[src/rtl/tmcspi_pkg.sv]
// Shared definitions for the TMC SPI sequencer: register-file word map,
// datagram geometry and the sequencing FSM state encoding.
package tmcspi_pkg;

  localparam logic [5:0] CFG       = 6'd0;
  localparam logic [5:0] CTRL      = 6'd1;
  localparam logic [5:0] STAT      = 6'd2;
  localparam logic [5:0] ADDR_BASE = 6'd5;
  localparam logic [5:0] TX_BASE   = 6'd16;
  localparam logic [5:0] RX_BASE   = 6'd32;

  localparam int MAX_ENTRIES = 16;
  localparam int FRAME_BITS  = 40;

  typedef enum logic [3:0] {
    S_POLL,
    S_CFG,
    S_ADDR,
    S_DATA,
    S_SHIFT,
    S_STRX,
    S_STST,
    S_GAP,
    S_FIN
  } state_t;

endpackage

[src/rtl/tmcspi_shifter.sv]
// Mode-3 SPI shift engine: one 40-bit datagram per start, MSB first, with a
// half-period divider; every sclk/csn event lands on a half-period tick.
module tmcspi_shifter
  import tmcspi_pkg::*;
(
  input  logic                  clk,
  input  logic                  rst,
  input  logic                  start,
  input  logic [FRAME_BITS-1:0] frame,
  input  logic [7:0]            half,
  output logic                  busy,
  output logic                  done,
  output logic [FRAME_BITS-1:0] rx,
  output logic                  sclk,
  output logic                  mosi,
  output logic                  csn,
  input  logic                  miso
);

  // Half-period 1 is the first sclk fall; 2..80 alternate rise/fall; 81 raises csn.
  localparam logic [6:0] LAST_HALF = 7'(2 * FRAME_BITS + 1);

  logic [7:0]            div;
  logic [6:0]            hcnt;
  logic [6:0]            k;
  logic                  tick;
  logic [FRAME_BITS-1:0] sh;

  assign tick = busy && (div == half - 8'd1);
  assign k    = hcnt + 7'd1;

  always_ff @(posedge clk) begin
    if (rst) begin
      busy <= 1'b0;
      done <= 1'b0;
      div  <= '0;
      hcnt <= '0;
      csn  <= 1'b1;
      sclk <= 1'b1;
      mosi <= 1'b0;
    end else begin
      done <= 1'b0;
      if (!busy) begin
        if (start) begin
          busy <= 1'b1;
          csn  <= 1'b0;
          sclk <= 1'b1;
          mosi <= frame[FRAME_BITS-1];
          div  <= '0;
          hcnt <= '0;
        end
      end else if (tick) begin
        div  <= '0;
        hcnt <= k;
        if (k == LAST_HALF) begin
          busy <= 1'b0;
          done <= 1'b1;
          csn  <= 1'b1;
          mosi <= 1'b0;
        end else if (k[0]) begin
          sclk <= 1'b0;
          // The first bit was already presented when csn fell.
          if (k != 7'd1) mosi <= sh[FRAME_BITS-2];
        end else begin
          sclk <= 1'b1;
        end
      end else begin
        div <= div + 8'd1;
      end
    end
  end

  always_ff @(posedge clk) begin
    if (!busy && start)
      sh <= frame;
    else if (tick && k[0] && k != 7'd1 && k != LAST_HALF)
      sh <= {sh[FRAME_BITS-2:0], 1'b0};
    if (tick && !k[0])
      rx <= {rx[FRAME_BITS-2:0], miso};
  end

endmodule

[src/rtl/tmcspi_sequencer.sv]
// Autonomous SPI master: on GO, walks the driver address list, sends one
// datagram per entry, writes RX data and status back, then clears GO.
module tmcspi_sequencer
  import tmcspi_pkg::*;
(
  input  logic        clk,
  input  logic        resetn,
  output logic [5:0]  addr,
  output logic [31:0] din,
  output logic        we,
  input  logic [31:0] dout,
  output logic        sclk,
  output logic        mosi,
  input  logic        miso,
  output logic        csn
);

  function automatic logic [4:0] sat_count(input logic [7:0] c);
    return (c > 8'(MAX_ENTRIES)) ? 5'(MAX_ENTRIES) : c[4:0];
  endfunction

  function automatic logic [7:0] half_period(input logic [7:0] h);
    return (h == 8'd0) ? 8'd1 : h;
  endfunction

  // The reset pin keeps its legacy name but is active-high.
  logic rst;
  assign rst = resetn;

  state_t                state_q, state_d;
  logic                  ph_q, ph_d;
  logic [3:0]            i_q, i_d;
  logic [8:0]            gcnt_q, gcnt_d;
  logic [4:0]            n_q, n_d;
  logic [7:0]            h_q, h_d;
  logic [7:0]            abyte_q, abyte_d;
  logic [FRAME_BITS-1:0] frame_q, frame_d;

  logic                  start;
  logic                  busy;
  logic                  done;
  logic [FRAME_BITS-1:0] rx;

  tmcspi_shifter u_shifter (
    .clk   (clk),
    .rst   (rst),
    .start (start),
    .frame (frame_q),
    .half  (h_q),
    .busy  (busy),
    .done  (done),
    .rx    (rx),
    .sclk  (sclk),
    .mosi  (mosi),
    .csn   (csn),
    .miso  (miso)
  );

  always_ff @(posedge clk) begin
    if (rst) begin
      state_q <= S_POLL;
      ph_q    <= 1'b0;
      i_q     <= '0;
      gcnt_q  <= '0;
    end else begin
      state_q <= state_d;
      ph_q    <= ph_d;
      i_q     <= i_d;
      gcnt_q  <= gcnt_d;
    end
  end

  always_ff @(posedge clk) begin
    n_q     <= n_d;
    h_q     <= h_d;
    abyte_q <= abyte_d;
    frame_q <= frame_d;
  end

  // Reads take two cycles: ph_q=0 presents addr, ph_q=1 consumes dout.
  always_comb begin
    state_d = state_q;
    ph_d    = 1'b0;
    i_d     = i_q;
    gcnt_d  = gcnt_q;
    n_d     = n_q;
    h_d     = h_q;
    abyte_d = abyte_q;
    frame_d = frame_q;
    addr    = CTRL;
    din     = '0;
    we      = 1'b0;
    start   = 1'b0;

    case (state_q)
      S_POLL: begin
        addr = CTRL;
        ph_d = 1'b1;
        if (ph_q && dout[0]) begin
          state_d = S_CFG;
          ph_d    = 1'b0;
        end
      end
      S_CFG: begin
        addr = CFG;
        ph_d = !ph_q;
        if (ph_q) begin
          n_d     = sat_count(dout[7:0]);
          h_d     = half_period(dout[15:8]);
          i_d     = '0;
          state_d = (dout[7:0] == 8'd0) ? S_FIN : S_ADDR;
        end
      end
      S_ADDR: begin
        addr = ADDR_BASE + {4'b0, i_q[3:2]};
        ph_d = !ph_q;
        if (ph_q) begin
          abyte_d = dout[{i_q[1:0], 3'b000} +: 8];
          state_d = S_DATA;
        end
      end
      S_DATA: begin
        addr = TX_BASE + {2'b0, i_q};
        ph_d = !ph_q;
        if (ph_q) begin
          frame_d = {abyte_q, dout};
          state_d = S_SHIFT;
        end
      end
      S_SHIFT: begin
        addr  = TX_BASE + {2'b0, i_q};
        start = !ph_q && !busy;
        ph_d  = 1'b1;
        if (done) begin
          state_d = S_STRX;
          ph_d    = 1'b0;
        end
      end
      S_STRX: begin
        we      = 1'b1;
        addr    = RX_BASE + {2'b0, i_q};
        din     = rx[31:0];
        state_d = S_STST;
      end
      S_STST: begin
        we      = 1'b1;
        addr    = STAT;
        din     = {24'h0, rx[FRAME_BITS-1:32]};
        gcnt_d  = '0;
        state_d = S_GAP;
      end
      S_GAP: begin
        addr = CTRL;
        if (gcnt_q == {h_q, 1'b0} - 9'd1) begin
          if (({1'b0, i_q} + 5'd1) < n_q) begin
            i_d     = i_q + 4'd1;
            state_d = S_ADDR;
          end else begin
            state_d = S_FIN;
          end
        end else begin
          gcnt_d = gcnt_q + 9'd1;
        end
      end
      S_FIN: begin
        we      = 1'b1;
        addr    = CTRL;
        din     = '0;
        state_d = S_POLL;
      end
      default: state_d = S_POLL;
    endcase
  end

endmodule

[config.mk]
export PLATFORM = sky130hd
export DESIGN_NAME = tmcspi_sequencer
export DESIGN_NICKNAME = d
export VERILOG_FILES = /design/src/rtl/tmcspi_pkg.sv /design/src/rtl/tmcspi_shifter.sv /design/src/rtl/tmcspi_sequencer.sv
export SDC_FILE = /design/constraint.sdc
export NUM_CORES = 1
export LEC_CHECK = 0
export CAP_MARGIN = 10
export CORE_ASPECT_RATIO = 2
export CORE_MARGIN = 5
export CORE_UTILIZATION = 33
export CTS_BUF_LIST = sky130_fd_sc_hd__clkbuf_4 sky130_fd_sc_hd__clkbuf_8
export CTS_CLUSTER_DIAMETER = 150
export DETAILED_ROUTE_END_ITERATION = 12
export MAX_ROUTING_LAYER = met4
export PLACE_DENSITY = 0.56
export SLEW_MARGIN = 20
export SYNTH_ARGS = -nofsm -noshare
export SYNTH_HDL_FRONTEND = slang
export SYNTH_HIERARCHICAL = 1
export SYNTH_SLANG_ARGS = --single-unit
[constraint.sdc]
create_clock -name clk -period 7.75 [get_ports clk]
set_clock_uncertainty 0.05 [all_clocks]
set_input_delay 2.325 -clock clk [delete_from_list [all_inputs] [get_ports clk]]
set_output_delay 2.325 -clock clk [all_outputs]
set_load 0.01 [all_outputs]
==> impl_metrics.ini, run 1 <==
[outcome]
status = finished clean

[layout]
finalInstanceArea_um2 = 9850
drive_above_1_share_pct = 9.35
areaGrowthSynthToFinish_pct = 19.0
final_cell_mix = nand2_1 (147), edfxtp_1 (140), clkdlybuf4s50_1 (76), dfxtp_1 (38), and2_1 (31)
final_common_cell = nand2_1
fillers = 2421
multiInputGateArea_um2 = 3120
antennaDiodeCount = 0
seqCellArea_um2 = 4960
finalNetCount = 836

[synth]
syn-num-nets = 770
ys.flop_type = edfxtp_1
syn_inst = 723
synth_edf_count = 140
avgSynthCellArea_um2 = 11.5
ys_seq_elements = 178
yosysWarnings = 6
async_reset_ff_share_pct = 0
netlist_area_um2 = 8280
ys_types = 76
seq_area_frac_synth_pct = 60.0

[cts]
clk_latency_ns = 0.48
cts_made_buffers = 17
cts.sinks = 178
ctsHoldBuffers = 0
path_clk_slew_ns = 0.10
root_buffer = clkbuf_8
post_cts_resized = 0
cts_tree = done
cts_setup_buffers = 0
cts_max_path_buffers = 2
ctsHtreeMaxLevel = 4

[setup_path]
rr_endpoint = u_shifter/sh[17]
cp_cell_sequence = nand2b_1, nor3b_2, a22o_1, clkdlybuf4s50_1
r2r_slack_ns = 4.27
worst-path-buf-inv = 1
path_class = register to output port
crit_arrival_ns = 2.81
slowest_stage = dfxtp_1
crit_cells = 4
critPathLaunchType = register
end_kind = output port
cpPeakStageDelay_ns = 0.78
cp_top_family = flip-flops
r2r-start = h_q[0]
ff2ff_path_depth = 9
required_ns = 5.38
crit_fanout = 25

[global_routing]
grt_pass1_vias = 5815
gr-usage-all-layers_pct = 15.2
grt_pass1_wl_um = 32000
grt-ovfl-total = 0
antenna_found_initial = 0
grt_max_degree = 44

[sta]
rsz0062_at_grt = no
period_share_pct = 66.8
tightest_slew_ns = 0.843
relSlewSlack_pct = 43.6
worst_hold_slack_ns = 0.372
maxSlewViolCount = 0
fmax_mhz = 193
setup_viol = 0
hold_viol = 0
period_minus_slack_ns = 5.18
tns_ns = 0

[die]
start_util_pct = 33.2
die_w_um = 122
core_um2 = 24900
rows = 82
die_area_um2 = 28600
ioPinCount = 77
die_h_um = 234

[detailed_routing]
drtIter0Drc = 297
vias_per_cell = 4.94
wl_per_cell_um = 17.6
drc = 0
drt_pre_antenna_iters = 5
postRouteAntennaNets = 0
vias = 5619
wirelength_um = 20000

[placement]
routabilityCongestion = 0.816
place_area_um2 = 9400
hpwl_um = 14200
io_buffers = 76

[pwr]
p_int_w = 0.00144
p_sw_w = 0.000416
clkPwrFrac_pct = 38.4
combPwrFrac_pct = 5.2
power_w = 0.00185
p_leak_nw = 3.34
powerDensity_nw_per_um2 = 188
p_sw_share_pct = 22.5
seqPwrFrac_pct = 56.3
ir_drop_mv = 0.109

[hold_path]
min_to = frame_q[35]
hold_class = register to register
hold_depth = 0
worstHoldStart = abyte_q[3]

[run]
maxCapViolCount = 0
==> registers in the layout (all words and copies together), names as in the netlist, 4 cells and up <==
| name | count |
|---|---|
| h_q | 8 |
| u_shifter/hcnt | 7 |
| u_shifter/div | 8 |
| frame_q | 40 |
| i_q | 4 |
| state_q | 4 |
| abyte_q | 8 |
| n_q | 5 |
| gcnt_q | 9 |
| u_shifter/rx | 40 |
| u_shifter/sh | 39 |
==> how the worst max path moves through the flow <==
stage,startpoint,to,slack [ns]
floorplan,h_q[0],u_shifter/rx[0],2.83
global placement,state_q[2],din[0],2.78
detailed placement,state_q[2],din[6],2.69
CTS,state_q[2],din[6],2.11
global route,state_q[2],din[1],2.33
finish,state_q[2],din[1],2.57
==> kinds of logic (layout without fill, tap and decap cells) <==
kind of cell	count (synthesis)	in the layout	synth area share (%)
AND/OR/NAND/NOR	324	324	20.0
flip-flops	178	178	60.0
AO/OA/AOI/OAI	114	114	9.76
buffers and inverters	56	135	2.70
XOR/XNOR	23	23	2.52
multiplexers	16	16	3.23
adder cells (fa/ha/maj)	12	12	1.81
==> metal layers <==
| metal | share of wire, % | track usage [%] | vias up |
|---|---|---|---|
| li1 | - | - | 2748 |
| met1 | 40 | 16.2 | 2742 |
| met2 | 54 | 27.4 | 106 |
| met3 | 3.6 | 3.45 | 23 |
| met4 | 2.3 | 5.36 | 0 |
| met5 | 0 | - | - |
==> Yosys cell counts (7+ instances only) <==
master / number / area, µm²
inv_1: 17 / 63.8
nand3b_1: 7 / 52.6
mux4_2: 8 / 180
nor2_1: 21 / 78.8
nand2b_1: 22 / 138
and2_1: 31 / 194
a22o_1: 8 / 70.1
nor3_1: 18 / 90.1
nor2b_1: 10 / 62.6
o21ai_0: 21 / 105
ha_1: 12 / 150
o211ai_1: 11 / 82.6
nand3_1: 16 / 80.1
nand2_1: 147 / 552
clkbuf_1: 34 / 128
a21oi_1: 25 / 125
xnor2_1: 17 / 149
dfxtp_1: 38 / 761
edfxtp_1: 140 / 4200
==> layout make-up <==
cell class	count	area share, %
multi-input combinational	489	31.7
inverter	17	0.648
sequential	178	50.4
tap	336	4.27
clock inverter	14	2.06
clock buffer	18	2.45
timing repair buffer	86	8.48
==> power groups by stage <==
| stage | clock, W | combinational (W) | sequential [W] |
|---|---|---|---|
| after global routing | 0.000771 | 0.000106 | 0.00105 |
| after detailed placement | 0 | 0.0000977 | 0.00107 |
| after floorplan | 0 | 0.0000556 | 0.00106 |
| final | 0.000711 | 0.0000968 | 0.00104 |
| after global placement | 0 | 0.0000979 | 0.00106 |
| after CTS | 0.000736 | 0.0000985 | 0.00104 |
==> stage by stage <==
step	util, %	std cells	setup slack (ns)
after floorplan	-	723	2.83
after global placement	37.7	1106	2.78
after detailed placement	37.7	1106	2.69
after CTS	39.5	1138	2.11
after global routing	39.5	1138	2.33
final	39.5	1138	2.57
Note: power is estimated with default switching activity, not from simulation.
==> inputs of run 2 (changes only) <==
--- a/config.mk
+++ b/config.mk
@@ -13,7 +13,7 @@
 export CTS_CLUSTER_DIAMETER = 150
 export DETAILED_ROUTE_END_ITERATION = 12
 export MAX_ROUTING_LAYER = met4
-export PLACE_DENSITY = 0.56
+export PLACE_DENSITY = 0.58
 export SLEW_MARGIN = 20
 export SYNTH_ARGS = -nofsm -noshare
 export SYNTH_HDL_FRONTEND = slang
==> constraint.sdc (replaced) <==
create_clock -name clk -period 4.5 [get_ports clk]
set_clock_uncertainty 0.05 [all_clocks]
set_input_delay 1.35 -clock clk [delete_from_list [all_inputs] [get_ports clk]]
set_output_delay 1.35 -clock clk [all_outputs]
set_load 0.01 [all_outputs]
==> run 2 against run 1 <==
Via count grew 2.6%. Non-clock buffer count rose by 6. Sequential share of layout area up 0.15 points. Hold slack lost 0.0040 ns. Design area down 0.29%. Critical path depth rose by 1. Die area unchanged. Combinational power increased by 75%. Cell count rose by 0.62%. Global-route usage decreased by 0.21 points. Total power grew 62%.
==> impl_metrics.ini, run 2 (synthesis gave the netlist of run 1 again) <==
[setup_path]
startpoint = state_q[2]
critPathLaunchType = register
worst-path-buf-inv = 2
cp_cell_sequence = nand2b_1, nor3b_1, buf_4, a22o_1, clkdlybuf4s50_1
cpPeakStageDelay_ns = 0.82
r2r_slack_ns = 1.14
slowest_stage = dfxtp_1
required_ns = 3.10
end_kind = output port
path_class = register to output port
crit_arrival_ns = 2.62
crit_fanout = 25
crit_cells = 5
ff2ff_path_depth = 8
rr_endpoint = i_q[0]
endpoint = din[6]
r2r-start = i_q[1]
cp_top_family = flip-flops

[detailed_routing]
vias_per_cell = 5.04
drc = 0
wl_per_cell_um = 17.7
wirelength_um = 20300
drtIter0Drc = 402
postRouteAntennaNets = 0
vias = 5767
drt_pre_antenna_iters = 5

[placement]
io_buffers = 76
routabilityCongestion = 0.820
hpwl_um = 14200

[pwr]
seqPwrFrac_pct = 60.0
ir_drop_mv = 0.188
p_int_w = 0.00225
p_sw_w = 0.000744
powerDensity_nw_per_um2 = 305
p_leak_nw = 3.35
combPwrFrac_pct = 5.6
p_sw_share_pct = 24.8
clkPwrFrac_pct = 34.3

[cts]
post_cts_resized = 0
path_clk_slew_ns = 0.11
cts_setup_buffers = 0
cts_tree = done
ctsHtreeMaxLevel = 4
cts_max_path_buffers = 2
ctsHoldBuffers = 0
clk_latency_ns = 0.47
cts.sinks = 178
root_buffer = clkbuf_8
cts_made_buffers = 17

[sta]
tightest_slew_ns = 1.12
tns_ns = 0
maxSlewViolCount = 0
hold_viol = 0
fmax_mhz = 249
period_share_pct = 89.4
period_minus_slack_ns = 4.02
worst_hold_slack_ns = 0.368
rsz0062_at_grt = no
relSlewSlack_pct = 24.5
setup_viol = 0

[global_routing]
grt_pass1_vias = 5841
antenna_found_initial = 1
grt-ovfl-total = 0
grt_pass1_wl_um = 31800
grt_max_degree = 43
gr-usage-all-layers_pct = 15.0

[run]
maxCapViolCount = 0

[layout]
final_cell_mix = nand2_1 (147), edfxtp_1 (140), clkdlybuf4s50_1 (76), dfxtp_1 (38), and2_1 (31)
top_regs = frame_q (40), u_shifter/rx (40), u_shifter/sh (39)
final_common_cell = nand2_1
drive_above_1_share_pct = 9.90
finalNetCount = 842
areaGrowthSynthToFinish_pct = 18.6

[die]
die_h_um = 234
die_area_um2 = 28600
rows = 82
ioPinCount = 77
core_um2 = 24900
start_util_pct = 33.2
die_w_um = 122

[hold_path]
hold_class = register to register

[outcome]
status = finished clean
## run 2: changes by cell type in the layout (fill, tap and decap cells not counted), sizes merged
cell    previous run  this run
buf               10        16
bufinv             4         0
clkinv             5         8
inv               21        23
clkbuf            18        17
diode              0         1
## run 2: worst min-delay path by stage
| stage | from | to | cells past startpoint |
|---|---|---|---|
| floorplan | abyte_q[0] | frame_q[32] | 0 |
| global placement | abyte_q[4] | frame_q[36] | 0 |
| detailed placement | abyte_q[3] | frame_q[35] | 0 |
| CTS | abyte_q[6] | frame_q[38] | 0 |
| global route | abyte_q[4] | frame_q[36] | 0 |
| finish | abyte_q[6] | frame_q[38] | 0 |
## run 2: through the flow
step	utilization (%)	cells	power [W]	cell area, µm²	setup WS (ns)
after floorplan	-	723	0.00192	8290	0.818
after global placement	37.9	1112	0.00200	9460	0.800
after detailed placement	37.9	1112	0.00200	9460	0.805
after CTS	39.4	1144	0.00302	9820	0.461
after global routing	39.4	1145	0.00311	9820	0.313
final	39.4	1145	0.00300	9820	0.476
## run 2: power by group through the flow
stage | logic, W | clock network (W) | registers, W
after floorplan | 0.0000958 | 0 | 0.00182
after global placement | 0.000169 | 0 | 0.00184
after detailed placement | 0.000170 | 0 | 0.00184
after CTS | 0.000171 | 0.00106 | 0.00180
after global routing | 0.000182 | 0.00113 | 0.00180
final | 0.000169 | 0.00103 | 0.00180
## run 2: per-layer routing
metal	routed length, µm	part of all wire [%]	global-route usage (%)
met5	0	0	-
met3	738	3.6	2.75
met1	8110	40	16.4
met4	525	2.6	6.03
met2	10900	54	26.6
## run 2: cell type report
class,count,area (µm²)
inverter,17,63.8
multi-input combinational,489,3130
tap,336,420
sequential,178,4960
clock inverter,15,129
fill,2422,15100
antenna,1,2.50
timing repair buffer,92,881
clock buffer,17,234
## run 2: worst register-to-register path: cells and delay by family, from the launching register on
kind	cells	cell delay, ns
flops	1	0.76
fa+ha+maj	2	0.65
mux	1	0.37
simple gates	1	0.11
compound gates	4	1.33
